--- src/rtl/mem_access_unit.sv ---
// mem_access_unit: turns CPU byte/half/word load/store requests into
// word-aligned data_memory transactions. Sub-word stores are performed as
// read-modify-write; loads are lane-extracted and sign/zero-extended.
module mem_access_unit #(
  parameter int unsigned READ_LATENCY = 1
) (
  input  logic        clock,
  input  logic        reset,
  input  logic        req_valid,
  output logic        req_ready,
  input  logic        req_write,
  input  logic [1:0]  req_size,
  input  logic        req_signed,
  input  logic [31:0] req_address,
  input  logic [31:0] req_wdata,
  output logic        resp_valid,
  output logic [31:0] resp_rdata,
  output logic        resp_error,
  output logic [31:0] mem_address,
  output logic [31:0] mem_write_data,
  output logic        MemWrite,
  output logic        MemRead,
  input  logic [31:0] mem_read_data
);

  localparam int unsigned DATA_W = 32;
  localparam int unsigned CNT_W  = 2;
  localparam logic [1:0]  SZ_BYTE = 2'b00;
  localparam logic [1:0]  SZ_HALF = 2'b01;
  localparam logic [1:0]  SZ_WORD = 2'b10;
  localparam logic [CNT_W-1:0] RD_LAST = CNT_W'(READ_LATENCY - 1);

  typedef enum logic [1:0] {IDLE, RD, WR, DONE} state_t;

  state_t state, state_d;
  logic [CNT_W-1:0] rd_cnt, rd_cnt_d;

  // Request fields captured at acceptance
  logic              lat_write, lat_write_d;
  logic              lat_signed, lat_signed_d;
  logic [1:0]        lat_size, lat_size_d;
  logic [1:0]        lat_off, lat_off_d;
  logic [DATA_W-1:0] lat_wdata, lat_wdata_d;

  // Next values of the registered outputs
  logic              req_ready_d;
  logic              resp_valid_d;
  logic [DATA_W-1:0] resp_rdata_d;
  logic              resp_error_d;
  logic [DATA_W-1:0] mem_address_d;
  logic [DATA_W-1:0] mem_write_data_d;
  logic              mem_write_d;
  logic              mem_read_d;

  logic              req_fire;
  logic              req_illegal;

  // Illegal size or misaligned half/word access
  function automatic logic is_illegal(input logic [1:0] size, input logic [1:0] off);
    logic bad;
    case (size)
      SZ_BYTE: bad = 1'b0;
      SZ_HALF: bad = off[0];
      SZ_WORD: bad = (off != 2'b00);
      default: bad = 1'b1;
    endcase
    return bad;
  endfunction

  // Select the addressed lane of a word and extend it to 32 bits
  function automatic logic [DATA_W-1:0] load_extract(input logic [DATA_W-1:0] word,
                                                     input logic [1:0] size,
                                                     input logic sgn,
                                                     input logic [1:0] off);
    logic [7:0]        b;
    logic [15:0]       h;
    logic [DATA_W-1:0] r;
    case (off)
      2'd0:    b = word[7:0];
      2'd1:    b = word[15:8];
      2'd2:    b = word[23:16];
      default: b = word[31:24];
    endcase
    h = off[1] ? word[31:16] : word[15:0];
    case (size)
      SZ_BYTE: r = {{24{sgn & b[7]}}, b};
      SZ_HALF: r = {{16{sgn & h[15]}}, h};
      default: r = word;
    endcase
    return r;
  endfunction

  // Replace only the addressed lane(s) of the read word with store data
  function automatic logic [DATA_W-1:0] store_merge(input logic [DATA_W-1:0] word,
                                                    input logic [1:0] size,
                                                    input logic [1:0] off,
                                                    input logic [DATA_W-1:0] wdata);
    logic [DATA_W-1:0] r;
    r = word;
    case (size)
      SZ_BYTE: begin
        case (off)
          2'd0:    r[7:0]   = wdata[7:0];
          2'd1:    r[15:8]  = wdata[7:0];
          2'd2:    r[23:16] = wdata[7:0];
          default: r[31:24] = wdata[7:0];
        endcase
      end
      SZ_HALF: begin
        if (off[1]) r[31:16] = wdata[15:0];
        else        r[15:0]  = wdata[15:0];
      end
      default: r = wdata;
    endcase
    return r;
  endfunction

  assign req_fire    = req_valid && req_ready;
  assign req_illegal = is_illegal(req_size, req_address[1:0]);

  // Next-state, captured fields and next registered outputs
  always_comb begin
    state_d          = state;
    rd_cnt_d         = rd_cnt;
    lat_write_d      = lat_write;
    lat_signed_d     = lat_signed;
    lat_size_d       = lat_size;
    lat_off_d        = lat_off;
    lat_wdata_d      = lat_wdata;
    resp_rdata_d     = resp_rdata;
    resp_error_d     = resp_error;
    mem_address_d    = mem_address;
    mem_write_data_d = mem_write_data;

    case (state)
      IDLE: begin
        if (req_fire) begin
          lat_write_d  = req_write;
          lat_signed_d = req_signed;
          lat_size_d   = req_size;
          lat_off_d    = req_address[1:0];
          lat_wdata_d  = req_wdata;
          rd_cnt_d     = '0;
          resp_rdata_d = '0;
          resp_error_d = 1'b0;
          if (req_illegal) begin
            resp_error_d = 1'b1;
            state_d      = DONE;
          end else begin
            mem_address_d = {req_address[31:2], 2'b00};
            if (req_write && (req_size == SZ_WORD)) begin
              mem_write_data_d = req_wdata;
              state_d          = WR;
            end else begin
              state_d = RD;
            end
          end
        end
      end
      RD: begin
        if (rd_cnt == RD_LAST) begin
          if (lat_write) begin
            mem_write_data_d = store_merge(mem_read_data, lat_size, lat_off, lat_wdata);
            state_d          = WR;
          end else begin
            resp_rdata_d = load_extract(mem_read_data, lat_size, lat_signed, lat_off);
            state_d      = DONE;
          end
        end else begin
          rd_cnt_d = rd_cnt + CNT_W'(1);
        end
      end
      WR:      state_d = DONE;
      DONE:    state_d = IDLE;
      default: state_d = IDLE;
    endcase

    // Moore strobes/handshake registered from the upcoming state
    req_ready_d  = (state_d == IDLE);
    resp_valid_d = (state_d == DONE);
    mem_read_d   = (state_d == RD);
    mem_write_d  = (state_d == WR);
  end

  // State and output registers; reset aborts any transaction in flight
  always_ff @(posedge clock or posedge reset) begin
    if (reset) begin
      state          <= IDLE;
      rd_cnt         <= '0;
      lat_write      <= 1'b0;
      lat_signed     <= 1'b0;
      lat_size       <= 2'b00;
      lat_off        <= 2'b00;
      lat_wdata      <= '0;
      req_ready      <= 1'b0;
      resp_valid     <= 1'b0;
      resp_rdata     <= '0;
      resp_error     <= 1'b0;
      mem_address    <= '0;
      mem_write_data <= '0;
      MemWrite       <= 1'b0;
      MemRead        <= 1'b0;
    end else begin
      state          <= state_d;
      rd_cnt         <= rd_cnt_d;
      lat_write      <= lat_write_d;
      lat_signed     <= lat_signed_d;
      lat_size       <= lat_size_d;
      lat_off        <= lat_off_d;
      lat_wdata      <= lat_wdata_d;
      req_ready      <= req_ready_d;
      resp_valid     <= resp_valid_d;
      resp_rdata     <= resp_rdata_d;
      resp_error     <= resp_error_d;
      mem_address    <= mem_address_d;
      mem_write_data <= mem_write_data_d;
      MemWrite       <= mem_write_d;
      MemRead        <= mem_read_d;
    end
  end

endmodule

--- config.mk ---
export PLATFORM = sky130hd
export DESIGN_NAME = mem_access_unit
export DESIGN_NICKNAME = d
export VERILOG_FILES = /design/src/rtl/mem_access_unit.sv
export SDC_FILE = /design/constraint.sdc
export NUM_CORES = 1
export LEC_CHECK = 0
export ABC_AREA = 1
export CAP_MARGIN = 20
export CORE_ASPECT_RATIO = 0.9
export CORE_UTILIZATION = 45
export DETAILED_ROUTE_END_ITERATION = 12
export DONT_BUFFER_PORTS = 1
export PLACE_DENSITY = 0.64
export SLEW_MARGIN = 20
export SYNTH_ARGS = -nofsm -noshare
export SYNTH_HDL_FRONTEND = slang
export SYNTH_SLANG_ARGS = --single-unit
--- constraint.sdc ---
create_clock -name clock -period 8.92 [get_ports clock]
set_clock_uncertainty 0.15 [all_clocks]
set_input_delay 1.338 -clock clock [delete_from_list [all_inputs] [get_ports clock]]
set_output_delay 1.338 -clock clock [all_outputs]
set_load 0.02 [all_outputs]
==> flow_metrics.tcl, run 1 <==
set metrics [dict create \
    outcome "complete, no violations" \
    avgRoutedWirePerCell_um 17.4 \
    finalCoreUtilization_pct 49.8 \
    die_x_um 141 \
    wl_um 23300 \
    start_util_pct 46.1 \
    first_pass_iters 5 \
    rsz0062_at_grt "no" \
    tns_ps 0 \
    pin_count 204 \
    worstSetupPathType "in2reg" \
    grt_pass1_vias 6834 \
    cts_buffer_depth 2 \
    synth_flop_cell "dfrtp_1" \
    grt_usage_pct 27.2 \
    synth_top_cell_area_share_pct 45.3 \
    timing.final.crit_share_pct 46.3 \
    layout-drive-gt1-share_pct 6.81 \
    yosysMostFrequentCell "nand2_1" \
    p_leak_nw 4.84 \
    nets 1222 \
    slowest_stage "nand2_1" \
    gp_congestion 0.902 \
    peakVddDrop_uv 195 \
    async_flop_share_pct 100 \
    period_needed_ps 4130 \
    synth_top_area_cell "dfrtp_1" \
    cp_data_required_time_ps 9140 \
    drv_cap 0 \
    antenna_cells 0 \
    worstSetupEndpointType "flop" \
    finalHoldViolCount 0 \
    cts_resized 0 \
    fmax_mhz 242 \
    dp_hpwl_um 16300 \
    fp.coreArea_um2 16900 \
    io_buffers 0 \
    ys_seq_elements 141 \
    slew-limit-headroom_pct 31.6 \
    drv_slew 0 \
    synth_area_leaders "dfrtp_1 (45%), nand2_1 (31%), nand3_1 (4.8%)" \
    crit_chain "nand2_1, inv_1, nand2_2, inv_2, nand2_1, inv_2, nand2_1, nand2_1" \
    cts_tree "yes" \
    clockRootBuffer "clkbuf_16" \
    grt_max_degree 78 \
    clk_pin_slew_worst_paths_ps 70 \
    syn_area_um2 7790 \
    syn_inst 1153 \
    synth.distinct_cells 28 \
    cpLargestDelayFamily "buffers and inverters" \
    postCtsHoldBufs 0 \
    cts_buffers 17 \
    clk_latency_ps 440 \
    vias_per_cell 5.28 \
    die_y_um 127 \
    crit_path_max_incr_delay_ps 790 \
    min_path_type "reg2reg" \
    vias 7090 \
    setup_viol 0 \
    synth_edf_count 0 \
    yosys_warnings 0 \
    ant_nets 0 \
    grt_antenna_before_repair 0 \
    grt_pass1_wl_um 37300 \
    tightest_slew_ps 1020 \
    area_growth_pct 7.95 \
    critPathArrivalTime_ps 4350 \
    numClockSinks 141 \
    power.density_nw_per_um2 405 \
    yosys-top-cells-count "nand2_1 (640), dfrtp_1 (141), inv_1 (82)" \
    syn_avg_cell_area_um2 6.76 \
    cp_common_cell "nand2_1" \
    die_area_um2 17900 \
    setup.worst_path.start_class "input port" \
    htree_levels 4 \
    overflow 0 \
    rows 45 \
    crit_buf_inv 3 \
    post_cts_buffers 0 \
    first_iter_violations 718 \
    synth_seq_area_share_pct 45.3 \
    worst-path-max-fanout 42 \
    drc_errors 0 \
]
==> cell type report <==
class / instances / area, µm²
multi-input cells: 860 / 3600
well taps: 211 / 264
clock inverters: 15 / 198
repair buffers: 5 / 37.5
clock buffers: 17 / 425
inverters: 93 / 357
flip-flops and latches: 141 / 3530
fillers: 1739 / 8480
==> worst register-to-register path, stage by stage, from the launching register on <==
cell	delay, ps
dfrtp_1	450
nor2_2	210
nand2_2	470
inv_2	740
nand2_1	790
inv_2	710
nand2_1	130
nand2_1	80
==> sequential cells by signal (all words and copies together), names as in the netlist, 2 cells and up <==
register / count
resp_rdata: 32
lat_size: 2
state: 2
lat_wdata: 32
mem_write_data: 32
rd_cnt: 2
mem_address: 30
lat_off: 2
==> per-layer routing <==
layer	track usage, %	wire length [µm]	vias to the layer above
met3	8.49	2260	41
met1	36.0	9990	3260
li1	-	-	3461
met5	0	0	-
met4	10.5	596	0
met2	41.6	10400	328
==> cell usage in the layout, fill, tap and decap left out, drive strengths merged <==
cell type and n:
nand3 76, nand2 659, a21oi 52, nand4 1, conb 2, clkbuf 17
clkinvlp 1, bufinv 2, nand3b 1, o221ai 6, o211ai 3, clkinv 4
o22ai 1, dfrtp 141, ha 1, o21ai 35, inv 101, buf 5
nor2 23
==> per-stage QoR <==
| stage | instances | power, mW | hold slack [ps] | area [µm²] | setup WS [ps] |
|---|---|---|---|---|---|
| CTS | 1342 | 3.42 | 333 | 8410 | 4760 |
| global placement | 1310 | 2.63 | 314 | 7790 | 4340 |
| global route | 1342 | 3.68 | 355 | 8410 | 4440 |
| detailed placement | 1310 | 2.65 | 315 | 7790 | 4300 |
| finish | 1342 | 3.40 | 329 | 8410 | 4790 |
| floorplan | 1154 | 2.36 | 299 | 7800 | 3650 |
==> cell families (layout without fill, tap and decap cells) <==
logic type	Yosys count	after routing	synth area share [%]
other	1	2	0.0481
buffers and inverters	153	130	8.57
AO/OA/AOI/OAI	97	97	6.69
flip-flops	141	141	45.3
AND/OR/NAND/NOR	760	760	39.3
adder cells (fa/ha/maj)	1	1	0.161
==> report_power, final <==
group	switching (mW)	total (mW)	leakage (nW)	internal (mW)
combinational	0.918	1.32	2.74	0.399
sequential	0.435	1.34	1.80	0.902
clock	0.322	0.749	0.302	0.428
total	1.67	3.40	4.84	1.73
==> worst paths after layout <==
| check | startpoint | endpoint | slack (ps) | depth (start not counted) |
|---|---|---|---|---|
| min in group asynchronous | reset | mem_write_data[6] | 670 | 1 |
| worst min register to register | lat_wdata[21] | lat_wdata[21] | 330 | 2 |
| max in group asynchronous | reset | lat_off[1] | 6460 | 2 |
| worst max register to register | state[0] | mem_address[19] | 5120 | 7 |
| worst min-delay path | lat_wdata[21] | lat_wdata[21] | 330 | 2 |
| worst max-delay path | req_valid | mem_address[19] | 4790 | 8 |
No activity file was read; power rests on OpenSTA's default activity.
==> run 2, diff against run 1 <==
==> constraint.sdc (replaced) <==
create_clock -name clock -period 3.9 [get_ports clock]
set_clock_uncertainty 0.15 [all_clocks]
set_input_delay 0.585 -clock clock [delete_from_list [all_inputs] [get_ports clock]]
set_output_delay 0.585 -clock clock [all_outputs]
set_load 0.02 [all_outputs]
==> flow_metrics.tcl, run 2 (same netlist as run 1, synthesis figures left out) <==
set metrics [dict create \
    antenna_cells 0 \
    die_y_um 127 \
    pre_cts_ws_ps 1380 \
    die_area_um2 17900 \
    post_cts_buffers 0 \
    gp_congestion 0.958 \
    first_iter_violations 748 \
    nets 1229 \
    wl_um 23200 \
    postCtsHoldBufs 1 \
    peakVddDrop_uv 547 \
    clk_latency_ps 430 \
    worst-path-stages 8 \
    met2_usage_pct 40.9 \
    p_leak_nw 4.86 \
    use_met3_pct 8.42 \
    area_growth_pct 8.30 \
    rows 45 \
    pin_count 204 \
    fp.coreArea_um2 16900 \
    io_buffers 0 \
    min_path_type "in2reg" \
    ant_nets 0 \
    outcome "complete, no violations" \
    slew-limit-headroom_pct 47.7 \
    overflow 0 \
    ff2ff_path_depth 8 \
    layout-drive-gt1-share_pct 7.29 \
    crit_buf_inv 3 \
    final_cell_mix "nand2_1 (640), dfrtp_1 (139), inv_1 (81)" \
    cp_data_required_time_ps 4120 \
    busiest_layer "met2" \
    cts_buffer_depth 2 \
    first_pass_iters 5 \
    worstSetupEndpointType "flop" \
    top_regs "lat_wdata x32, mem_write_data x32, resp_rdata x32" \
    power.density_nw_per_um2 913 \
    numClockSinks 141 \
    worstSetupPathType "reg2reg" \
    worst-path-max-fanout 42 \
    tightest_slew_ps 782 \
    hold_depth 2 \
    drv_slew 0 \
    start_util_pct 46.1 \
    fmax_mhz 410 \
    die_x_um 141 \
    clockRootBuffer "clkbuf_16" \
    layout_setup_ws_ps 1460 \
    cts_resized 0 \
    avgRoutedWirePerCell_um 17.2 \
    drc_errors 0 \
    grt_usage_pct 27.0 \
    cp_common_cell "nand2_1" \
    crit_chain "nor2_2, nand2_2, inv_2, nand2_1, buf_4, inv_2, nand2_1, nand2_1" \
    setup_viol 0 \
    setup.worst_path.start_class "flop" \
    grt_pass1_vias 6723 \
    grtUsageMet1_pct 36.8 \
    dp_hpwl_um 16500 \
    rsz0062_at_grt "no" \
    finalHoldViolCount 0 \
    critPathArrivalTime_ps 2670 \
    cts_buffers 17 \
    grt_pass1_wl_um 37100 \
    vias_per_cell 5.25 \
    final_common_cell "nand2_1" \
    clk_pin_slew_worst_paths_ps 70 \
    grt_antenna_before_repair 0 \
    grt_max_degree 68 \
    tns_ps 0 \
    drv_cap 0 \
    period_needed_ps 2440 \
    htree_levels 4 \
    vias 7083 \
    finalCoreUtilization_pct 50.0 \
    cpLargestDelayFamily "simple AND/OR/NAND/NOR gates" \
    slowest_stage "nand2_2" \
    cts_tree "yes" \
    crit_path_max_incr_delay_ps 480 \
    timing.final.crit_share_pct 62.6 \
]
-- run 2: worst reg2reg max path: cells and delay by family, from the launching register on --
| family | cells | cell delay [ps] |
|---|---|---|
| AND/OR/NAND/NOR | 5 | 950 |
| flip-flops | 1 | 450 |
| buffers and inverters | 3 | 840 |
-- run 2: final cells by class --
type | count | area, µm²
fillers | 1737 | 8450
repair buffers | 12 | 105
inverters | 93 | 355
clock buffers | 17 | 425
flip-flops and latches | 141 | 3530
clock inverters | 15 | 159
well taps | 211 | 264
multi-input cells | 860 | 3600
-- run 2: layer usage --
| metal | up-vias | share of wire (%) |
|---|---|---|
| met1 | 3283 | 45 |
| met5 | - | 0 |
| met2 | 293 | 44 |
| li1 | 3472 | - |
| met4 | 0 | 2.1 |
| met3 | 35 | 9.2 |
-- run 2: final timing paths --
| kind | endpoint | slack (ps) | startpoint |
|---|---|---|---|
| min | mem_address[19] | 110 | req_address[19] |
| max in group asynchronous | lat_wdata[21] | 2360 | reset |
| max reg2reg | mem_address[5] | 1460 | state[0] |
| max | mem_address[5] | 1460 | state[0] |
| min reg2reg | lat_wdata[20] | 330 | lat_wdata[20] |
| min in group asynchronous | req_ready | 480 | reset |
-- run 2: through the flow --
step | instance area (µm²) | std cells | hold WS [ps] | total power, mW
4_1_cts | 8440 | 1349 | 91.7 | 7.72
5_1_grt | 8440 | 1349 | 88.8 | 8.32
3_3_place_gp | 7850 | 1316 | 317 | 6.05
3_5_place_dp | 7850 | 1316 | 314 | 6.09
2_1_floorplan | 7800 | 1154 | 299 | 5.41
6_report | 8440 | 1349 | 105 | 7.70
-- run 2: where the power goes --
group / switching, mW / internal, mW / total (mW)
clock: 0.764 / 0.859 / 1.62
combinational: 2.07 / 0.933 / 3.00
sequential: 1.02 / 2.06 / 3.08
==> run 3, diff against run 2 <==
--- a/config.mk
+++ b/config.mk
@@ -5,7 +5,7 @@
 export SDC_FILE = /design/constraint.sdc
 export NUM_CORES = 1
 export LEC_CHECK = 0
-export ABC_AREA = 1
+export ABC_AREA = 0
 export CAP_MARGIN = 20
 export CORE_ASPECT_RATIO = 0.9
 export CORE_UTILIZATION = 45
==> constraint.sdc (replaced) <==
create_clock -name clock -period 2.5 [get_ports clock]
set_clock_uncertainty 0.15 [all_clocks]
set_input_delay 0.375 -clock clock [delete_from_list [all_inputs] [get_ports clock]]
set_output_delay 0.375 -clock clock [all_outputs]
set_load 0.02 [all_outputs]
==> flow_metrics.tcl, run 3 <==
set metrics [dict create \
    synth_area_leaders "dfrtp_1 (49%), nand2_1 (8.3%), mux2_2 (8.1%)" \
    grt_usage_pct 27.7 \
    synth_flop_cell "dfrtp_1" \
    yosys-top-cells-count "nand2_1 (159), dfrtp_1 (141), o21ai_0 (56)" \
    p_int_mw 6.75 \
    design_area_um2 8780 \
    grt_max_degree 42 \
    die_x_um 136 \
    first_pass_iters 5 \
    async_flop_share_pct 100 \
    worstSetupEndpointType "flop" \
    reg2reg_from "state[1]" \
    nets 914 \
    critPathArrivalTime_ps 2540 \
    overflow 0 \
    cp_data_required_time_ps 2650 \
    period_needed_ps 2390 \
    synth.distinct_cells 52 \
    synth_top_area_cell "dfrtp_1" \
    antenna_cells 0 \
    r2r_slack_ps 110 \
    drv_cap 0 \
    clk_pin_slew_worst_paths_ps 60 \
    reg2reg_to "mem_write_data[1]" \
    dp_hpwl_um 15900 \
    cts_buffer_depth 2 \
    finalHoldViolCount 0 \
    outcome "complete, no violations" \
    pin_count 204 \
    clockRootBuffer "clkbuf_16" \
    setup.worst_path.start_class "flop" \
    wl_um 22300 \
    layout-drive-gt1-share_pct 14.8 \
    vias_per_cell 6.11 \
    pwr-share-seq_pct 42.2 \
    placedInstanceArea_um2 7420 \
    ys_seq_elements 141 \
    timing.final.crit_share_pct 95.6 \
    die_y_um 122 \
    peakVddDrop_uv 825 \
    min_path_type "in2reg" \
    area_growth_pct 21.5 \
    hp-start "mem_read_data[22]" \
    grt_pass1_wl_um 34500 \
    final_cell_mix "nand2_1 (159), dfrtp_1 (140), dlygate4sd3_1 (73)" \
    yosys_warnings 0 \
    p_clk_share_pct 21.2 \
    p_switching_mw 5.51 \
    vias 6253 \
    yosysMostFrequentCell "nand2_1" \
    die_area_um2 16600 \
    setup_viol 0 \
    ant_nets 0 \
    fmax_mhz 419 \
    comb_power_share_pct 36.6 \
    drv_slew 0 \
    grt_pass1_vias 6160 \
    clk_latency_ps 420 \
    tns_ps 0 \
    first_iter_violations 411 \
    cts_tree "yes" \
    cts_buffers 17 \
    rsz0062_at_grt "no" \
    htree_levels 4 \
    start_util_pct 46.5 \
    fp.coreArea_um2 15500 \
    final_common_cell "nand2_1" \
    avgRoutedWirePerCell_um 21.7 \
    startpoint "state[1]" \
    slew-limit-headroom_pct 49.6 \
    io_buffers 0 \
    top_regs "lat_wdata x32, mem_write_data x32, resp_rdata x32" \
    post_cts_buffers 0 \
    gp_congestion 0.860 \
    sw_frac_of_total_pct 44.9 \
    tightest_slew_ps 756 \
    syn_avg_cell_area_um2 9.58 \
    rows 43 \
    crit_end "mem_write_data[1]" \
    syn_inst 754 \
    worstSetupPathType "reg2reg" \
    numClockSinks 141 \
    ff2ff_path_depth 5 \
    syn_area_um2 7230 \
    power.density_nw_per_um2 1400 \
    worst-path-max-fanout 17 \
    p_leak_nw 3.85 \
    synth_edf_count 0 \
    drc_errors 0 \
    grt_antenna_before_repair 0 \
    synth_seq_area_share_pct 48.8 \
    synth_top_cell_area_share_pct 48.8 \
]
run 3: cell types whose count changed after synthesis, sizes merged, moves of 20 or more:
cell and change:
a21oi -33, buf -24, clkbuf +29, inv -86
mux2 +53, nand2 -500, nand3 -75, nor2 +20
o21ai +23, o31ai +34
run 3: cell families (layout without fill, tap and decap cells):
logic type / count (synthesis) / after routing / share of synthesized area [%]
AOI/OAI and AO/OA: 230 / 230 / 22.2
adders and majority gates: 1 / 1 / 0.173
buffers and inverters: 72 / 139 / 4.33
DFF: 141 / 141 / 48.8
muxes: 66 / 66 / 10.2
other: 1 / 2 / 0.0519
and+or+nand+nor: 243 / 243 / 14.2
run 3: timing repair:
item / in CTS / in global routing
endpoints found under the hold margin: 103 / 0
resized for setup: 0 / 8
setup endpoints to repair: 0 / 8
hold buffers: 73 / 0
run 3: final cells by class:
class	count	area (µm²)
flip-flops and latches	141	3530
clock buffers	19	443
well taps	202	253
fillers	1356	6770
multi-input cells	542	3410
inverters	7	35.0
clock inverters	12	161
repair buffers	101	948
run 3: worst min-delay path by stage:
stage	end	slack [ps]	cells past startpoint
after floorplan	lat_wdata[24]	300	2
after detailed placement	resp_rdata[21]	90	1
after CTS	resp_rdata[16]	0.6	2
after global routing	resp_rdata[13]	30	2
final	resp_rdata[22]	10	2
after global placement	resp_rdata[21]	90	1
run 3: power groups by stage:
| stage | clock network, mW | logic [mW] | registers (mW) |
|---|---|---|---|
| 5_1_grt | 2.73 | 4.97 | 5.31 |
| 3_3_place_gp | 0 | 4.10 | 5.16 |
| 6_report | 2.60 | 4.49 | 5.17 |
| 3_5_place_dp | 0 | 4.29 | 5.19 |
| 2_1_floorplan | 0 | 3.42 | 4.81 |
| 4_1_cts | 2.64 | 4.41 | 5.17 |
run 3: metrics by stage:
stage                     setup slack (ps)  hold slack (ps)  util (%)  power, mW  instances
after floorplan                        212              296         -       8.24        755
after global placement                 108             90.3      47.7       9.26        920
after detailed placement              23.0             92.7      47.7       9.49        920
after CTS                             22.7            0.575      56.3       12.2       1024
after global routing                  14.6             32.8      56.4       13.0       1024
final                                  111             12.9      56.4       12.3       1024
run 3: worst max-delay path, cell delays in order, from the launching register on:
cell and delay (ps):
dfrtp_1 380, nand4bb_1 320, o31ai_4 450, nand3_4 350, inv_6 260, mux2_2 360
run 3: layer usage:
layer | vias up | global-route usage, % | wire (µm)
met5 | - | 0 | 0
met2 | 335 | 40.1 | 9930
met1 | 3051 | 38.9 | 9480
met3 | 34 | 8.80 | 2430
met4 | 0 | 9.06 | 433
li1 | 2833 | - | -
